==> config.mk <==
export PLATFORM = sky130hd
export DESIGN_NAME = super_tile_frame_loader
export DESIGN_NICKNAME = d
export VERILOG_FILES = /design/src/rtl/super_tile_pkg.sv /design/src/rtl/subtile_cfg_bank.sv /design/src/rtl/super_tile_frame_loader.sv
export SDC_FILE = /design/constraint.sdc
export NUM_CORES = 2
export LEC_CHECK = 0
export CORE_AREA = 2 2 341 343
export CTS_CLUSTER_SIZE = 12
export DETAILED_ROUTE_END_ITERATION = 7
export DIE_AREA = 0 0 343 345
export HOLD_SLACK_MARGIN = 0.12
export PLACE_DENSITY = 0.76
export SYNTH_ARGS = -nofsm -noshare
export SYNTH_HDL_FRONTEND = slang
export SYNTH_SLANG_ARGS = --single-unit
==> constraint.sdc <==
create_clock -name UserCLK -period 1.8 [get_ports UserCLK]
set_input_delay 0.45 -clock UserCLK [delete_from_list [all_inputs] [get_ports UserCLK]]
set_output_delay 0.45 -clock UserCLK [all_outputs]
set_load 0.01 [all_outputs]
==> src/rtl/super_tile_pkg.sv <==
// rtl/super_tile_pkg.sv - shared FSM state type and default sizing for the super-tile frame loader
package super_tile_pkg;

    localparam int DEF_NUM_SUBTILES       = 2;
    localparam int DEF_FRAME_BITS_PER_ROW = 32;
    localparam int DEF_MAX_FRAMES_PER_COL = 20;
    localparam int DEF_CFG_BITS           = 416;

    typedef enum logic {
        IDLE   = 1'b0,
        COMMIT = 1'b1
    } state_t;

endpackage

==> src/rtl/subtile_cfg_bank.sv <==
// rtl/subtile_cfg_bank.sv - one sub-tile's shadow/active configuration registers and dirty flag
module subtile_cfg_bank
    import super_tile_pkg::*;
#(
    parameter int FRAME_BITS = DEF_FRAME_BITS_PER_ROW,
    parameter int CFG_BITS   = DEF_CFG_BITS,
    parameter int IW         = 5
) (
    input  logic                  clk,
    input  logic                  resetn,
    input  logic                  wr_en,
    input  logic [IW-1:0]         wr_idx,
    input  logic [FRAME_BITS-1:0] wr_data,
    input  logic                  commit_en,
    output logic [CFG_BITS-1:0]   active
);

    logic [CFG_BITS-1:0] shadow;
    logic [CFG_BITS-1:0] shadow_next;
    logic                dirty;

    // Merge the incoming frame into the shadow image; bits past CFG_BITS simply have no home.
    always_comb begin
        shadow_next = shadow;
        for (int i = 0; i < CFG_BITS; i++) begin
            if (wr_idx == IW'(i / FRAME_BITS)) begin
                shadow_next[i] = wr_data[i % FRAME_BITS];
            end
        end
    end

    // Shadow capture on write; shadow-to-active copy only when something changed since the last commit.
    always_ff @(posedge clk) begin
        if (!resetn) begin
            shadow <= '0;
            active <= '0;
            dirty  <= 1'b0;
        end else if (commit_en) begin
            if (dirty) begin
                active <= shadow;
                dirty  <= 1'b0;
            end
        end else if (wr_en) begin
            shadow <= shadow_next;
            dirty  <= 1'b1;
        end
    end

endmodule

==> src/rtl/super_tile_frame_loader.sv <==
// rtl/super_tile_frame_loader.sv - frame-addressed config loader with staged commit; optional readback via SUPER_TILE_READBACK_EN
module super_tile_frame_loader
    import super_tile_pkg::*;
#(
    parameter int NUM_SUBTILES    = DEF_NUM_SUBTILES,
    parameter int FrameBitsPerRow = DEF_FRAME_BITS_PER_ROW,
    parameter int MaxFramesPerCol = DEF_MAX_FRAMES_PER_COL,
    parameter int CFG_BITS        = DEF_CFG_BITS,
    localparam int RW = (NUM_SUBTILES > 1) ? $clog2(NUM_SUBTILES) : 1,
    localparam int IW = (MaxFramesPerCol > 1) ? $clog2(MaxFramesPerCol) : 1
) (
    input  logic                             UserCLK,
    input  logic                             RESET_n,
    input  logic                             frm_valid,
    output logic                             frm_ready,
    input  logic [RW-1:0]                    frm_row,
    input  logic [IW-1:0]                    frm_idx,
    input  logic [FrameBitsPerRow-1:0]       frm_data,
    input  logic                             commit,
    output logic                             busy,
    output logic                             err,
`ifdef SUPER_TILE_READBACK_EN
    input  logic                             rb_req,
    input  logic [RW-1:0]                    rb_row,
    input  logic [IW-1:0]                    rb_idx,
    output logic [FrameBitsPerRow-1:0]       rb_data,
`endif
    output logic [NUM_SUBTILES*CFG_BITS-1:0] cfg_active
);

    state_t        state_q;
    state_t        state_d;
    logic [RW-1:0] cnt_q;
    logic          accept;
    logic          row_ok;
    logic          idx_ok;
    logic          above_cfg;
    logic          wr_ok;

    logic [NUM_SUBTILES-1:0][CFG_BITS-1:0] act_rows;

    assign accept    = frm_valid && frm_ready;
    assign row_ok    = 32'(frm_row) < NUM_SUBTILES;
    assign idx_ok    = 32'(frm_idx) < MaxFramesPerCol;
    assign above_cfg = (32'(frm_idx) * FrameBitsPerRow) >= CFG_BITS;
    assign wr_ok     = accept && row_ok && idx_ok && !above_cfg;

    // Next-state and handshake outputs; commit requests seen while committing are dropped.
    always_comb begin
        state_d   = state_q;
        frm_ready = 1'b0;
        busy      = 1'b0;
        case (state_q)
            IDLE: begin
                frm_ready = 1'b1;
                if (commit) begin
                    state_d = COMMIT;
                end
            end
            COMMIT: begin
                busy = 1'b1;
                if (cnt_q == RW'(NUM_SUBTILES - 1)) begin
                    state_d = IDLE;
                end
            end
            default: state_d = IDLE;
        endcase
    end

    // State register plus the sub-tile walk counter used during COMMIT.
    always_ff @(posedge UserCLK) begin
        if (!RESET_n) begin
            state_q <= IDLE;
            cnt_q   <= '0;
        end else begin
            state_q <= state_d;
            if (state_q == COMMIT) begin
                cnt_q <= cnt_q + 1'b1;
            end else begin
                cnt_q <= '0;
            end
        end
    end

    // Sticky flag for writes addressed outside the sub-tile/frame grid.
    always_ff @(posedge UserCLK) begin
        if (!RESET_n) begin
            err <= 1'b0;
        end else if (accept && !(row_ok && idx_ok)) begin
            err <= 1'b1;
        end
    end

    for (genvar k = 0; k < NUM_SUBTILES; k++) begin : g_bank
        subtile_cfg_bank #(
            .FRAME_BITS (FrameBitsPerRow),
            .CFG_BITS   (CFG_BITS),
            .IW         (IW)
        ) u_bank (
            .clk       (UserCLK),
            .resetn    (RESET_n),
            .wr_en     (wr_ok && (frm_row == RW'(k))),
            .wr_idx    (frm_idx),
            .wr_data   (frm_data),
            .commit_en ((state_q == COMMIT) && (cnt_q == RW'(k))),
            .active    (act_rows[k])
        );
    end

    assign cfg_active = act_rows;

`ifdef SUPER_TILE_READBACK_EN
    logic [CFG_BITS-1:0]        rb_row_vec;
    logic [FrameBitsPerRow-1:0] rb_next;

    // Select the requested active frame; unmapped bits and out-of-range addresses read as zero.
    always_comb begin
        rb_row_vec = '0;
        rb_next    = '0;
        if (32'(rb_row) < NUM_SUBTILES) begin
            rb_row_vec = act_rows[rb_row];
        end
        for (int i = 0; i < CFG_BITS; i++) begin
            if (rb_idx == IW'(i / FrameBitsPerRow)) begin
                rb_next[i % FrameBitsPerRow] = rb_row_vec[i];
            end
        end
    end

    // Readback data register, updated one cycle after each request.
    always_ff @(posedge UserCLK) begin
        if (!RESET_n) begin
            rb_data <= '0;
        end else if (rb_req) begin
            rb_data <= rb_next;
        end
    end
`endif

endmodule

==> results by group <==
STA
  – Min Clock Period, post-route: 1.84 ns
  – Final hold vios: 0
  – Max Clk Rate: 544 MHz
  – Setup total negative slack: -0.535 ns
  – Final setup violating endpoints: 34
  – Final period util: 102%
  – Slew Limit Headroom: 60.1%
  – Final worst clock skew: 0.0204 ns
  – RSZ-0062 raised after global routing: yes
  – Final WS setup: -0.0386 ns
  – Final max-slew violation count: 0
  – Worst-margin pin slew: 0.597 ns

Clocking
  – Clk sink count: 1669
  – Skew-Pair Late Insertion Delay: 0.76 ns
  – Clock buffer depth: 3
  – CTS Root Cell: clkbuf_16
  – Reg clk slew, reported paths: 0.06 ns
  – CTS tree: built
  – H-tree depth: 4
  – Num CTS Buffers: 166

Cells and area
  – Area added between synthesis and finish: 26.5%
  – Commonest non-fill, non-tap cell in the layout: nand2_1
  – Most frequent cells in the layout: 2497 x nand2_1, 1207 x dfxtp_1, 833 x a21oi_1, 826 x mux2i_1, 782 x buf_2
  – Post-route cell area: 0.0735 mm^2
  – NumNets Final: 7332
  – Layout cells sized above 1: 25.9%
  – Final non-filler cell total: 8892

Logic synthesis
  – Post-synthesis area per instance: 9.01 um^2
  – Synth top area cells: dfxtp_1 57%, nand2_1 16%, mux2i_1 14%
  – Seq cells post-synth: 1669
  – Post-synth top area cell: dfxtp_1
  – Mapped Cells: 6447
  – Synth top area share: 57.5%
  – Seq/Total Area, Yosys: 57.5%
  – Mapped Area: 0.0581 mm^2
  – Syn. warnings: 0
  – Netlist cell types: 31
  – Net Count, Synth: 6489

Place
  – Placed Area: 0.0707 mm^2
  – Dpl hpwl: 139000 um
  – Placed cell count: 8595
  – RD Place Congestion: 0.927
  – Number of port buffers: 876
  – Post-Place Setup Slack: -0.642 ns

Setup path
  – Critical path type: reg -> reg
  – R2R Path Start: state_q
  – Crit path max fanout: 16
  – CP required: 2.43 ns
  – Crit-path slowest cell: nor4bb_4
  – Critical Path AT: 2.47 ns
  – Max incr delay on CP: 0.34 ns
  – Worst R2R Path Depth: 7
  – Critical Path Sink: g_bank[1].u_bank.shadow[53]
  – Worst R2R End: g_bank[1].u_bank.shadow[53]
  – Crit. End Element: flop
  – Crit path cell chain: buf_4 -> nor4bb_4 -> buf_4 -> buf_12 -> nand2_4 -> clkbuf_16 -> mux2i_1
  – CP startpoint: state_q
  – Startpoint types: flop
  – Most Frequent Cell on Critical Path: buf_4
  – Worst reg2reg setup slack: -0.04 ns

Routing
  – Vias: 50300
  – WL final: 212000 um
  – Drt first pass iters: 6
  – DRC: 0
  – Final ANT Viol Nets: 0
  – Routed len/inst: 23.9 um
  – Iteration-0 DRC Markers: 4576
  – Vias per cell: 5.65

Run status
  – Outcome: complete, but fails checks
  – Failing checks: negative setup slack

Global route
  – Largest net degree at the start of global routing: 95
  – Number of global-route vias before repair: 48100
  – Initial antenna violation count: 8
  – Total gr overflow: 0
  – First-pass GRT wire length: 303000 um
  – Global Route Usage Sum: 33.8%

Power
  – Max rail drop VDD: 0.874 mV
  – Internal power: 56.0 mW
  – Power share of the combinational group: 3.7%
  – Switching Fraction: 22.3%
  – Sequential share of power: 51.1%
  – PD cells: 979 mW/mm^2
  – Reported leakage power: 33.5 nW
  – Clk pwr share: 45.1%
  – Psw: 16.0 mW
  – Total power: 72.0 mW

Floorplan
  – Starting Density: 50.5%
  – FP Rows: 125
  – Die Y: 345 um
  – Die Width: 343 um
  – Core outline area: 0.115 mm^2
  – Die area: 0.118 mm^2
  – Ports: 877

Hold path
  – Worst hold-check path type: in -> reg
  – Worst Hold Depth: 3

Job
  – Max Cap Viol: 0
-- synthesized netlist by cell type --
cell      instances
o21a_1            1
buf_2           147
nor4b_2           1
buf_6             3
mux2i_1         832
nand2_1        2538
nor2_1            2
and4b_1           1
a21oi_1         833
buf_1            25
and3_1            1
nor4b_1           2
o21ai_0           1
nor4_4            1
and4_1            2
and3b_1           1
buf_4            21
clkbuf_1        331
inv_1             2
o211ai_1          1
inv_2             1
nand2b_1          2
o211a_1           2
dfxtp_1        1669
nor2b_1           1
nor4b_4           3
nand3b_1          1
nand2_2          16
nand3_1           1
nor4bb_1          3
and4bb_2          2
-- power groups by stage --
| stage | Sequential, mW | Clock [mW] | Combinational [mW] |
|---|---|---|---|
| after global placement | 37.9 | 0 | 2.57 |
| after global routing | 36.8 | 34.1 | 2.73 |
| final | 36.8 | 32.5 | 2.69 |
| after floorplan | 37.9 | 0 | 1.03 |
| after detailed placement | 37.9 | 0 | 2.58 |
| after CTS | 36.8 | 32.6 | 2.60 |
-- layout make-up --
cell class	count	area, um^2
Clock inverter	20	282
Tap cell	1524	1910
Antenna cell	5	12.5
Multi-Input combinational cell	4248	22700
Timing Repair Buffer	1202	9630
Sequential cell	1669	34400
Clock buffer	221	4630
Inverter	3	21.3
Fill cell	9191	41600
-- what timing repair did --
item / CTS / global route
endpoints found under the hold margin: 2 / 0
setup buffers: 24 / 9
pin swaps: 1 / 4
hold buffers: 1 / 0
gates cloned: 0 / 18
resized for setup: 3913 / 55
endpoints found under the setup margin: 836 / 641
-- metrics by stage --
stage,hold slack [ns],utilization (%)
finish,0.419,63.9
global route,0.406,63.9
CTS,0.365,63.4
detailed placement,0.442,61.4
global placement,0.435,61.4
floorplan,0.432,-
-- critical path, delay by kind of cell, from the launching register on --
kind | cells | cell delay (ns)
buffers and inverters | 4 | 0.77
muxes | 1 | 0.13
and+or+nand+nor | 2 | 0.45
DFF | 1 | 0.33
-- routing by layer --
metal / GRT usage (%) / vias up / part of all wire, %
met3: 5.94 / 676 / 8.3
met1: 42.1 / 24400 / 38
met5: 0 / - / 0.013
li1: - / 22500 / -
met2: 52.9 / 2710 / 45
met4: 24.2 / 4 / 8.0
-- flip-flops by register name, summed over array words and instances (netlist names) --
register	cells
g_bank.u_bank.active	832
g_bank.u_bank.shadow	832
g_bank.u_bank.dirty	2
cnt_q	1
err	1
state_q	1
-- how the worst min path moves through the flow --
stage | startpoint | to | slack (ns)
4_1_cts | frm_data[5] | g_bank[1].u_bank.shadow[5] | 0.37
6_report | frm_data[5] | g_bank[1].u_bank.shadow[5] | 0.42
5_1_grt | frm_data[5] | g_bank[1].u_bank.shadow[5] | 0.41
3_3_place_gp | g_bank[0].u_bank.shadow[323] | g_bank[0].u_bank.active[323] | 0.43
3_5_place_dp | g_bank[1].u_bank.shadow[300] | g_bank[1].u_bank.active[300] | 0.44
2_1_floorplan | g_bank[0].u_bank.shadow[0] | g_bank[0].u_bank.active[0] | 0.43
-- cell families (layout without fill, tap and decap cells) --
| group | count (synthesis) | in the layout | synth area share, % |
|---|---|---|---|
| AO/OA/AOI/OAI | 838 | 838 | 7.24 |
| buffers and inverters | 530 | 1446 | 3.91 |
| flip-flops | 1669 | 1669 | 57.5 |
| multiplexers | 832 | 832 | 14.3 |
| other | 0 | 5 | 0 |
| AND/OR/NAND/NOR | 2578 | 2578 | 17.0 |
Power figures use the tool's default switching activity.
